**src/rtl/mc_ctrl_fsm.sv**
```systemverilog
// Multicycle MIPS control sequencer: Moore decode of the state register drives datapath selects and enables.
// Latency: outputs are combinational from state (pc_write/ir_write also from mem_ready/zero); one state step per clock.
// Backpressure: FETCH, MEM_RD and MEM_WR hold with request and address select stable until mem_ready is seen.
module mc_ctrl_fsm #(
  parameter int                OP_W  = 6,
  parameter int                FN_W  = 6,
  parameter logic [FN_W-1:0]   FN_JR = 6'h08
) (
  input  logic              clk,
  input  logic              rst_n,
  input  logic [OP_W-1:0]   opcode,
  input  logic [FN_W-1:0]   funct,
  input  logic              zero,
  input  logic              mem_ready,
  output logic [3:0]        state,
  output logic              iord_sel,
  output logic              mem_read,
  output logic              mem_write,
  output logic              ir_write,
  output logic              pc_write,
  output logic [1:0]        pcsrc_sel,
  output logic [1:0]        regdst_sel,
  output logic [1:0]        memtoreg_sel,
  output logic              reg_write,
  output logic              alusrca_sel,
  output logic [1:0]        alusrcb_sel,
  output logic              imm_shift,
  output logic [1:0]        alu_op,
  output logic              illegal_op
);

  typedef enum logic [3:0] {
    S_RST      = 4'd0,
    S_FETCH    = 4'd1,
    S_DECODE   = 4'd2,
    S_MEM_ADDR = 4'd3,
    S_MEM_RD   = 4'd4,
    S_MEM_WB   = 4'd5,
    S_MEM_WR   = 4'd6,
    S_R_EXEC   = 4'd7,
    S_R_WB     = 4'd8,
    S_BRANCH   = 4'd9,
    S_JUMP     = 4'd10,
    S_I_EXEC   = 4'd11,
    S_I_WB     = 4'd12,
    S_JAL      = 4'd13
  } state_e;

  localparam logic [OP_W-1:0] OP_RTYPE = OP_W'(6'h00);
  localparam logic [OP_W-1:0] OP_J     = OP_W'(6'h02);
  localparam logic [OP_W-1:0] OP_JAL   = OP_W'(6'h03);
  localparam logic [OP_W-1:0] OP_BEQ   = OP_W'(6'h04);
  localparam logic [OP_W-1:0] OP_BNE   = OP_W'(6'h05);
  localparam logic [OP_W-1:0] OP_ADDI  = OP_W'(6'h08);
  localparam logic [OP_W-1:0] OP_LW    = OP_W'(6'h23);
  localparam logic [OP_W-1:0] OP_SW    = OP_W'(6'h2B);

  state_e state_q, state_d;

  assign state = state_q;

  // State register; reset drops straight to RST so memory requests vanish without a clock.
  always_ff @(posedge clk or negedge rst_n) begin
    if (!rst_n) begin
      state_q <= S_RST;
    end else begin
      state_q <= state_d;
    end
  end

  // Next-state and output decode; everything defaults to 0 and each state raises only what it needs.
  always_comb begin
    state_d      = state_q;
    iord_sel     = 1'b0;
    mem_read     = 1'b0;
    mem_write    = 1'b0;
    ir_write     = 1'b0;
    pc_write     = 1'b0;
    pcsrc_sel    = 2'd0;
    regdst_sel   = 2'd0;
    memtoreg_sel = 2'd0;
    reg_write    = 1'b0;
    alusrca_sel  = 1'b0;
    alusrcb_sel  = 2'd0;
    imm_shift    = 1'b0;
    alu_op       = 2'd0;
    illegal_op   = 1'b0;
    case (state_q)
      S_RST: begin
        state_d = S_FETCH;
      end
      S_FETCH: begin
        // PC + 4 is computed every cycle; it is only committed with the IR load.
        mem_read    = 1'b1;
        alusrcb_sel = 2'd1;
        if (mem_ready) begin
          ir_write = 1'b1;
          pc_write = 1'b1;
          state_d  = S_DECODE;
        end
      end
      S_DECODE: begin
        // Branch target speculatively computed into ALUOut.
        alusrcb_sel = 2'd2;
        imm_shift   = 1'b1;
        case (opcode)
          OP_RTYPE:      state_d = S_R_EXEC;
          OP_LW, OP_SW:  state_d = S_MEM_ADDR;
          OP_BEQ, OP_BNE: state_d = S_BRANCH;
          OP_J:          state_d = S_JUMP;
          OP_JAL:        state_d = S_JAL;
          OP_ADDI:       state_d = S_I_EXEC;
          default: begin
            illegal_op = 1'b1;
            state_d    = S_FETCH;
          end
        endcase
      end
      S_MEM_ADDR: begin
        alusrca_sel = 1'b1;
        alusrcb_sel = 2'd2;
        state_d     = (opcode == OP_SW) ? S_MEM_WR : S_MEM_RD;
      end
      S_MEM_RD: begin
        mem_read = 1'b1;
        iord_sel = 1'b1;
        if (mem_ready) state_d = S_MEM_WB;
      end
      S_MEM_WB: begin
        reg_write    = 1'b1;
        memtoreg_sel = 2'd1;
        state_d      = S_FETCH;
      end
      S_MEM_WR: begin
        mem_write = 1'b1;
        iord_sel  = 1'b1;
        if (mem_ready) state_d = S_FETCH;
      end
      S_R_EXEC: begin
        alusrca_sel = 1'b1;
        if (funct == FN_JR) begin
          // jr: regA passes through the adder (B operand is don't-care) straight into the PC.
          pc_write = 1'b1;
          state_d  = S_FETCH;
        end else begin
          alu_op  = 2'd2;
          state_d = S_R_WB;
        end
      end
      S_R_WB: begin
        reg_write  = 1'b1;
        regdst_sel = 2'd1;
        state_d    = S_FETCH;
      end
      S_BRANCH: begin
        alusrca_sel = 1'b1;
        alu_op      = 2'd1;
        pcsrc_sel   = 2'd1;
        pc_write    = (opcode == OP_BNE) ? ~zero : zero;
        state_d     = S_FETCH;
      end
      S_JUMP: begin
        pcsrc_sel = 2'd2;
        pc_write  = 1'b1;
        state_d   = S_FETCH;
      end
      S_JAL: begin
        // PC already holds PC+4 from FETCH, so write-back of PC gives the link address.
        pcsrc_sel    = 2'd2;
        pc_write     = 1'b1;
        reg_write    = 1'b1;
        regdst_sel   = 2'd2;
        memtoreg_sel = 2'd2;
        state_d      = S_FETCH;
      end
      S_I_EXEC: begin
        alusrca_sel = 1'b1;
        alusrcb_sel = 2'd2;
        state_d     = S_I_WB;
      end
      S_I_WB: begin
        reg_write = 1'b1;
        state_d   = S_FETCH;
      end
      default: begin
        state_d = S_RST;
      end
    endcase
  end

endmodule

```
**config.mk**
```make
export PLATFORM = sky130hd
export DESIGN_NAME = mc_ctrl_fsm
export DESIGN_NICKNAME = d
export VERILOG_FILES = /design/src/rtl/mc_ctrl_fsm.sv
export SDC_FILE = /design/constraint.sdc
export NUM_CORES = 1
export LEC_CHECK = 0
export BUFFER_PORTS_ARGS = -buffer_cell sky130_fd_sc_hd__buf_2
export CORE_MARGIN = 5
export CORE_UTILIZATION = 43
export DETAILED_ROUTE_END_ITERATION = 10
export GPL_TIMING_DRIVEN = 0
export MAX_ROUTING_LAYER = met4
export PLACE_DENSITY = 0.82
export SLEW_MARGIN = 10
export SYNTH_ARGS = -nofsm -noshare
export SYNTH_HDL_FRONTEND = slang
export SYNTH_SLANG_ARGS = --single-unit
```
**constraint.sdc**
```tcl
create_clock -name clk -period 3.2 [get_ports clk]
set_input_delay 0.64 -clock clk [delete_from_list [all_inputs] [get_ports clk]]
set_output_delay 0.64 -clock clk [all_outputs]
set_load 0.05 [all_outputs]
```
==> results of run 1 <==
[worst max-delay path by stage]
stage,start,to,cells after the start
floorplan,state[1],pc_write,5
global placement,funct[2],pc_write,6
detailed placement,opcode[3],pc_write,6
CTS,opcode[3],pc_write,6
global route,opcode[3],pc_write,6
finish,opcode[3],pc_write,6
[cell families (layout without fill, tap and decap cells)]
family / count (synthesis) / count (layout)
and+or+nand+nor: 44 / 44
AOI/OAI and AO/OA: 16 / 16
buffers and inverters: 13 / 52
DFF: 4 / 4
xor gates and xnor gates: 3 / 3
muxes: 2 / 2
[final cells by class]
class | count | area share
tap | 15 | 0.0233
multi-input combinational | 65 | 0.514
timing repair buffer | 36 | 0.224
sequential | 4 | 0.124
inverter | 5 | 0.0233
clock buffer | 3 | 0.0280
buffer | 8 | 0.0637
[through the flow]
| stage | hold slack (ns) | setup slack (ns) | std cells |
|---|---|---|---|
| after floorplan | 0.344 | 0.100 | 82 |
| after global placement | 0.444 | 0.662 | 133 |
| after detailed placement | 0.447 | 0.611 | 133 |
| after CTS | 0.206 | 0.606 | 136 |
| after global routing | 0.199 | 0.438 | 136 |
| final | 0.206 | 0.616 | 136 |
[cells in the mapped netlist, types with 2 or more instances]
master and count:
or3_1 2, inv_1 4, dfrtp_1 4, o22ai_1 2, nor4b_1 2, nor3_1 5
nand2_1 8, o21ai_0 4, buf_2 5, mux2i_1 2, xnor2_1 2, nor2_1 11
nand2b_1 5, nor3b_1 2, buf_4 2
[placed cells by master, fill, tap and decap left out, types with 2 or more instances in the layout]
master / n
o22ai_1: 2
nand2_1: 8
mux2i_1: 2
buf_4: 2
dfrtp_1: 4
nor4b_1: 2
nor3b_1: 2
xnor2_1: 2
o21ai_0: 4
buf_2: 41
clkbuf_4: 3
nor3_1: 4
or3_1: 2
inv_1: 4
nor2_1: 11
nand2b_1: 5
[where the power goes]
part | leakage (nW) | internal [mW] | switching [mW]
clock | 0.0138 | 0.0418 | 0.0182
combinational | 0.379 | 0.175 | 0.497
sequential | 0.0512 | 0.0694 | 0.0141
[per-layer routing]
layer,routed length (µm),up-vias
li1,-,371
met1,730,355
met2,856,25
met3,124,0
met4,0,0
met5,0,-
[worst max-delay path, stage by stage]
cell and delay [ns]:
buf_2 0.13, nor3_1 0.39, nand4b_1 0.17, xor2_1 0.17, o211ai_1 0.15, buf_2 0.29
==> results list, run 1 <==
- Result of the run: finished clean
* Pin count of the biggest net entering global routing: 11
- Measured along the x axis, the die boundary spans between 40 and 50 µm.
- After synthesis, the largest family of logic cells by area is simple AND/OR/NAND/NOR gates.
- Net count after synthesis: 98
* Total area of sequential cells: 100 µm²
* Setup Fix Bufs, Post-CTS: 0
* R2R depth: 4
- Of the post-synthesis cell area, the part taken by muxes is 0.0346.
* Synth top area share: 0.173
- Met3 routing resource usage after global routing: 0.0352
* Via total after detailed routing: around 750
- Overall routed net length: around 1700 µm
* Via count of the first global-routing pass: around 650
* PnR Total Power: just over 800 µW
- The number of antenna diodes in the final layout is 0.
- Post-route cell area: around 810 µm²
- For the pin with the worst max-slew slack, the measured transition is between 0.4 and 0.5 ns.
- For this run, the register share of the synthesized area comes to 0.173.
- Port buffering added 36 buffers.
- Launch point of the worst reg-to-reg path: state[3]
* Adder-cell area share of the yosys netlist: 0
* Startpoint type of the worst setup path: input port
- Total global-route track usage: 0.177
* Clock latency on the worst-skew pair: ~0.23 ns
- Setup Viol. Count Final: 0
- The Yosys step of the flow raised 0 warnings.
* Remaining DRCs: 0
- Number of core rows: 13
* Clock tree from TritonCTS: done
- Syn Area/Cell: ~7.1 µm²
- At the end of the flow the core is filled with cells to 0.627.
- Top area cells in the synthesized netlist: dfrtp_1 17%, nor2_1 7.1%, nand2b_1 5.4%
* Signed area change from the synthesized netlist to the final layout: 39.1%
- At the end of routability-driven placement, the weighted congestion stood at around 0.83.
- In the final timing run, aggregate negative setup slack is 0 ns.
- Period utilisation layout: 0.808
- Worst max-slew margin expressed relative to the limit: 0.719
- In this run, post-CTS hold repair placed 0 buffers.
- Of the total synthesized cell area, the portion taken by AND, OR, NAND and NOR gates is 0.430.
- STA puts the critical path data required time at approximately 2.6 ns.
* Via count normalized by instance count: approximately 5.5
- The final number of max-transition violations is 0.
- The floorplan step defined a die boundary enclosing about 0.0022 mm².
- Share of synthesized flip-flops with an asynchronous set or reset: 1.00
- The first global-routing pass estimated between 2000 and 3000 µm of wire.
* Number of antenna-violating nets in the routed design: 0
- Largest register FFs: 4
- In this run the number of H-tree levels came out at 1.
- For this run, the post-layout net count is around 140.
- Critical Path AT: about 1.9 ns
- Number of buffers inserted during clock tree synthesis: 3
- Synthesis instantiated 37 different standard cells from the library.
- Internal reg-to-reg setup slack: about 1.7 ns
* Total count of hold-check failures in the final report: 0
- The clock net in this run drives a total of 4 sinks.
- Post-Synth XOR/XNOR Area: 0.0454
- Synth Register Bits: 4
* Area of the multi-input gates: around 410 µm²
* Maximum vdd drop: roughly 0.38 mV
- From bottom edge to top edge, the die measures ~47 µm.
- Setup repair after global routing missed its margin: false
- Clock buffer depth: 2
* # Max-Cap Violations: 0
- After floorplanning, the core was sized to cover between 0.001 and 0.0015 mm².
- Worst flop-to-flop path endpoint: state[0]
- Summing all placed instances gives a cell area of between 700 and 800 µm².
- Post-CTS sizing: 0
- First-pass DRT Iterations: 4
- Power per cell area: between 1000 and 1500 mW/mm²
- Count of flip-flops with a built-in enable after synthesis: 0
* Layer with the highest usage: met2
* Max Clock Skew: roughly 0.0031 ns
* Start-to-end type of the worst setup path: input port to primary output
- Of the cells placed in the final design, the portion with a size suffix greater than 1 is 0.430.
* Max FO, Critical Path: 6
- Initial cell density of the core: 0.451
- For this run, the top clock speed supported by timing is around 390 MHz.
- Main flop type after synthesis: dfrtp_1
- In this run, the number of DRC markers left after iteration 0 of detailed routing was 12.
- For met1 alone, demand over resource in global routing was 0.228.
- Synthesis produced 82 cells.
- Boundary pin count: 39
- Half-perimeter wire length of the detailed placement result: roughly 1400 µm
- Met2 track demand over resource in global routing: 0.288
* Leakage power summed over all cells: roughly 0.44 nW
- Cell taking the most area after synthesis: dfrtp_1
- GRT overflow: 0
- The area fraction in compound gates after synthesis was 0.197.
* Tmin final: between 2 and 3 ns
* CP Capture Type: primary output
- The number of antenna violations at the first check in global routing was 0.
- After detailed routing, the average wire length per cell comes to between 10 and 15 µm.
* Cell Area, Synth: a little under 600 µm²
- CTS clock-pin slew for the worst setup and hold paths: 0.04 ns
- The min-delay analysis places its worst path in the category input port to asynchronous set/reset pin.
- Clock root buffer master: clkbuf_4
* Layout filler cell count: about 130
(Power assumes the default switching activity.)
==> run 2, diff against run 1 <==
--- a/config.mk
+++ b/config.mk
@@ -7,11 +7,11 @@
 export LEC_CHECK = 0
 export BUFFER_PORTS_ARGS = -buffer_cell sky130_fd_sc_hd__buf_2
 export CORE_MARGIN = 5
-export CORE_UTILIZATION = 43
+export CORE_UTILIZATION = 36
 export DETAILED_ROUTE_END_ITERATION = 10
 export GPL_TIMING_DRIVEN = 0
 export MAX_ROUTING_LAYER = met4
-export PLACE_DENSITY = 0.82
+export PLACE_DENSITY = 0.74
 export SLEW_MARGIN = 10
 export SYNTH_ARGS = -nofsm -noshare
 export SYNTH_HDL_FRONTEND = slang
==> constraint.sdc (replaced) <==
create_clock -name clk -period 2.2 [get_ports clk]
set_input_delay 0.44 -clock clk [delete_from_list [all_inputs] [get_ports clk]]
set_output_delay 0.44 -clock clk [all_outputs]
set_load 0.05 [all_outputs]
==> results list, run 2 (synthesis gave the netlist of run 1 again) <==
- At the worst endpoint, the required time is 1.76 ns.
- In this run the worst setup path begins at state[1].
* Placeable Area: 0.00152 mm²
- STA classifies the critical path endpoint as a primary output.
* Remaining DRCs: 0
* Count of buffers from port buffering: 36
* Die ar.: around 0.0025 mm²
* Overall routed net length: between 1500 and 2000 µm
- Once routing completed, OpenROAD measured the worst setup slack at between 0.04 and 0.05 ns.
- Period utilisation layout: 0.977
* Top library cells by usage in the layout, fill and taps aside: 36 x buf_2, 11 x nor2_1, 7 x nand2_1, 5 x clkbuf_4
- In this run the remaining antenna-violating nets after routing total 0.
* Critical Path Max Stage Delay: 0.42 ns
* Half-perimeter wire length of the detailed placement result: about 1400 µm
* Clock latency on the worst-skew pair: 0.25 ns
- The hold violation count in the final report is 0.
- Boundary pin count: 39
- Before CTS, the worst setup slack after placement is 0.0276 ns.
- Antenna violations before repair: 0
- In the final layout, the share of cells above drive strength 1 is 0.528.
- The register with the most flip-flops in the layout has 4 of them.
* Maximum vdd drop: approximately 0.67 mV
* Count of cells along the worst hold path: 3
- Worst slew pin tran: approximately 0.35 ns
* Setup Viol. Count Final: 0
- Crit path cell chain: buf_2, nand2b_4, or2_4, o211ai_1, buf_4
* GRT overflow: 0
* Final Core Density: 0.585
* Via count of the first global-routing pass: about 690
- Leakage power summed over all cells: approximately 0.45 nW
- Setup repair after global routing left no endpoint under its margin.
- On the critical path the largest part of the delay comes from simple AND/OR/NAND/NOR gates.
- R2R depth: 6
- Critical-path top delay cell: dfrtp_2
- The final number of max-transition violations is 0.
- Detailed Route Iter0 Violations: 15
* Startpoint of the most critical hold path: mem_ready
- End point of the most critical hold path: state[2]
* Start-to-end type of the worst setup path: flip-flop to primary output
* Via total after detailed routing: around 740
* Routed length per instance: 13.4 µm
- In the final timing run, aggregate negative setup slack is 0 ns.
* Max FO, Critical Path: 10
- Width of the chip: 50.1 µm
* Clock tree from TritonCTS: done
- The repair_antennas step left the layout with diodes totalling 0.
- For the finished layout, the period the worst path requires is 2.15 ns.
- # Max-Cap Violations: 0
- Number of core rows: 14
- Power spread over the standard cell area amounts to between 1000 and 1500 mW/mm².
- Across all hold checks on the routed design, the worst slack comes to 0.494 ns.
- Height of the die: ~50 µm
- Layout filler cell count: ~150
* Initial cell density of the core: 0.380
* Clock root buffer master: clkbuf_4
* Worst max-slew margin expressed relative to the limit: 0.762
- The critical path contains buffers and inverters numbering 2 combined.
- Data arrives at the worst endpoint at 1.71 ns.
- Routability-driven placement finished with a final weighted congestion of 0.834.
- In this run the cell area measured after placement is 817 µm².
* Signed area change from the synthesized netlist to the final layout: 54.0%
- Across every metal layer, demand over resource in global routing totals 0.151.
- After clock tree synthesis, the clock-pin slew on the worst setup and hold paths is approximately 0.050 ns.
* Post-route cell area: 892 µm²
* Most common cell after layout, fill and taps aside: buf_2
* Worst flop-to-flop path endpoint: state[3]
- Buffers inserted during clock tree synthesis total 3.
* Launch point of the worst reg-to-reg path: state[0]
- In this run the number of H-tree levels came out at 1.
- Global-route wire length before repair: ~3000 µm
- Type of the most critical hold path: input port to flip-flop
* Startpoint type of the worst setup path: flip-flop
* Highest clock frequency the design can meet: around 470 MHz
- First-pass DRT Iterations: 4
* Net count reported at finish: 140
- Via count normalized by instance count: around 5.3
- In this run the deepest clock path goes through 2 buffers.
- Clock Sinks: 4
* Result of the run: finished clean
- Max Clock Skew: between 0.015 and 0.02 ns
- For flop-to-flop paths, the worst setup slack is about 0.71 ns.
- Pin count of the biggest net entering global routing: 11
run 2: timing repair:
item                                    CTS  global route
hold endpoints to repair                  2             0
gates cloned                              0             0
hold buffers                              1             0
endpoints found under the setup margin    3             3
resized for setup                         4            10
buffers inserted                          0             0
run 2: stage by stage:
stage               total power, mW  cells
finish                         1.29    139
global route                   1.35    139
detailed placement             1.14    134
floorplan                     0.935     82
CTS                            1.27    139
global placement               1.13    134
run 2: final cells by class:
| class | count | area (µm²) | share of cell area |
|---|---|---|---|
| Tap cell | 16 | 20.0 | 0.0224 |
| Multi-Input combinational cell | 65 | 462 | 0.518 |
| Inverter | 5 | 22.5 | 0.0252 |
| Clock buffer | 4 | 26.3 | 0.0295 |
| Timing Repair Buffer | 37 | 201 | 0.226 |
| Sequential cell | 4 | 104 | 0.116 |
| Buffer | 8 | 56.3 | 0.0631 |
run 2: layer usage:
metal	track usage	wire, µm
met1	0.185	772
met2	0.243	893
met3	0.0120	144
met4	0.0786	46
met5	-	0
run 2: worst max-delay path by stage:
stage / end / slack [ns] / cells after the start
3_3_place_gp: pc_write / 0.04 / 6
4_1_cts: pc_write / 0.02 / 5
2_1_floorplan: pc_write / -0.36 / 5
6_report: pc_write / 0.05 / 5
3_5_place_dp: pc_write / 0.03 / 6
5_1_grt: illegal_op / 0.002 / 6
run 2: report_power, final:
| part | switching, mW | internal [mW] | total, mW | leakage (nW) |
|---|---|---|---|---|
| logic | 0.750 | 0.302 | 1.05 | 0.383 |
| clock network | 0.0385 | 0.0686 | 0.107 | 0.0150 |
| registers | 0.0238 | 0.105 | 0.129 | 0.0476 |
| total | 0.812 | 0.476 | 1.29 | 0.445 |
run 2: worst register-to-register path, stage by stage (launching register included):
cell and delay, ns:
dfrtp_2 0.41, buf_6 0.15, nand2b_4 0.16, or3_4 0.34, inv_2 0.08, o311a_1 0.16
a211o_2 0.12
==> run 3, diff against run 2 <==
--- a/config.mk
+++ b/config.mk
@@ -8,6 +8,7 @@
 export BUFFER_PORTS_ARGS = -buffer_cell sky130_fd_sc_hd__buf_2
 export CORE_MARGIN = 5
 export CORE_UTILIZATION = 36
+export CTS_BUF_LIST = sky130_fd_sc_hd__clkbuf_4 sky130_fd_sc_hd__clkbuf_8 sky130_fd_sc_hd__clkbuf_16
 export DETAILED_ROUTE_END_ITERATION = 10
 export GPL_TIMING_DRIVEN = 0
 export MAX_ROUTING_LAYER = met4
==> results list, run 3 (synthesis gave the netlist of run 1 again) <==
- The count of nets left with antenna violations once routing finished came out at 0.
- Startpoint type of the worst setup path: flip-flop
- Clock latency on the worst-skew pair: 0.25 ns
- CP Capture Type: primary output
- Clock root buffer master: clkbuf_4
- Net count reported at finish: 140
* Via count normalized by instance count: roughly 5.3
- Summed over all cells, the static leakage comes to 0.448 nW.
* Remaining DRCs: 0
- Worst slew pin tran: 0.356 ns
- Worst slack after detailed placement: between 0.02 and 0.03 ns
- Initial cell density of the core: 0.380
- The total overflow left after global routing is 0.
- Period utilisation layout: 0.977
- Pin count of the biggest net entering global routing: 11
* Start-to-end type of the worst setup path: flip-flop to primary output
- After filler insertion, the fill cell instance count of the layout stands at between 100 and 150.
- Worst max-slew margin expressed relative to the limit: 0.759
- Via total after detailed routing: ~730
- The die covers around 0.0025 mm².
- Power spread over the standard cell area amounts to roughly 1500 mW/mm².
- Tmin final: ~2.2 ns
- Boundary pin count: 39
- Final WS setup: approximately 0.05 ns
- Antenna diodes: 0
- Clock-pin slew was measured on the worst setup and hold paths at 0.05 ns.
- Critical Path AT: roughly 1.7 ns
* Width of the chip: about 50 µm
- The first global-routing pass estimated 3040 µm of wire.
- The first TritonRoute pass finished after 4 iterations.
- The floorplan step defined a core boundary enclosing 0.00152 mm².
- The share of total power dissipated in sequential elements is 0.099.
- The via count of the first global-routing pass is a little under 700.
* Placed instance count: roughly 130
- Combinational Power Share: 0.810
- Wires add up to around 1900 µm.
* Result of the run: finished clean
- Net switching share of the total power: 0.623
- In this run the worst path has a maximum fanout of 10.
* Clock Sinks: 4
* Share of total power in the clock network: 0.091
- Total count of hold-check failures in the final report: 0
* Final Core Density: 0.589
- The count of cells in the finished layout, fillers not included, comes to roughly 140.
* Largest register FFs: 4
* Setup repair after global routing missed its margin: false
- Signed area change from the synthesized netlist to the final layout: 55.1%
- After routing the design area is between 800 and 900 µm².
- Clock buffer depth: 2
* Type of the most critical hold path: input port to flip-flop
* # Max-Cap Violations: 0
- After routing, the total negative slack on setup checks comes to 0 ns.
- Clock tree from TritonCTS: done
- Number of buffers inserted during clock tree synthesis: 3
- Count of buffers from port buffering: 36
- Number of core rows: 14
- Half-perimeter wire length of the detailed placement result: between 1000 and 1500 µm
- In the final layout, the share of cells above drive strength 1 is 0.537.
* Placed inst area: around 820 µm²
- Max-slew violation count: 0
- Across the VDD grid, the largest voltage drop is just under 0.7 mV.
- After layout, the design draws a total of approximately 1.3 mW.
- In this run the worst setup path begins at state[1].
- For the final database, setup skew stands at 0.0145 ns.
* Switching component of the power: approximately 800 µW
- Startpoint of the most critical hold path: mem_ready
- Detailed Route Iter0 Violations: 14
- Highest clock frequency the design can meet: approximately 470 MHz
- Smallest hold slack: roughly 0.5 ns
- Leaving out fill and tap cells, the most frequent cells in the layout are 35 x buf_2, 11 x nor2_1, 7 x clkbuf_4, 7 x nand2_1.
* Required time worst endpoint: roughly 1.8 ns
- Internal power: approximately 490 µW
* Clock H-tree levels: 1
- Height of the die: 50.1 µm
- Dividing the detail-routed wire length by the instance count gives around 13 µm.
- GP Congestion: around 0.83
- The worst register-to-register path begins at state[0].
- Antenna violations before repair: 0
- Leaving out fill and tap cells, the most frequent cell in the layout is buf_2.
- Across every metal layer, demand over resource in global routing totals 0.152.
* Setup Viol. Count Final: 0
==> run 3: cell count changes in the layout (fill, tap and decap cells not counted) <==
cell | previous run | this run
buf_2 | 36 | 35
clkbuf_4 | 5 | 7
clkbuf_1 | 1 | 0
==> run 3: layout make-up <==
class	count	area [µm²]	share of cell area
well taps	16	20.0	0.0223
plain buffers	8	58.8	0.0655
flip-flops and latches	4	104	0.116
clock buffers	4	30.0	0.0334
inverters	5	22.5	0.0251
repair buffers	37	201	0.224
multi-input cells	65	462	0.514
==> run 3: worst max-delay path: stages, from the launching register on <==
cell and delay [ns]:
dfrtp_2 0.42, clkbuf_4 0.19, nand2b_4 0.19, or2_4 0.27
o211ai_1 0.18, buf_4 0.22
==> run 3: path summary, 6_finish.rpt <==
kind	end	slack [ns]	cells past startpoint
max in group asynchronous	state[1]	1.51	2
max	pc_write	0.05	5
min in group asynchronous	state[2]	0.53	2
min	state[2]	0.50	3
min reg2reg	state[1]	0.68	2
max reg2reg	state[3]	0.71	6
==> run 3: power groups by stage <==
stage          registers [mW]  logic [mW]  clock network (mW)
2_1_floorplan           0.221       0.714                   0
3_3_place_gp            0.128       0.999                   0
3_5_place_dp            0.130        1.01                   0
4_1_cts                 0.129        1.03               0.119
5_1_grt                 0.134        1.12               0.122
6_report                0.129        1.06               0.119
==> run 3: what timing repair did <==
item | 4_1_cts | 5_1_grt
resized for setup | 4 | 11
hold buffers | 1 | 0
endpoints found under the setup margin | 3 | 3
hold endpoints to repair | 2 | 0
pin swaps | 0 | 0
setup buffers | 0 | 0
==> run 3: metal layers <==
metal / up-vias / wire length (µm) / GRT usage
met5: - / 0 / -
li1: 372 / - / -
met4: 0 / 42 / 0.0786
met3: 5 / 148 / 0.0151
met1: 328 / 786 / 0.180
met2: 29 / 896 / 0.251
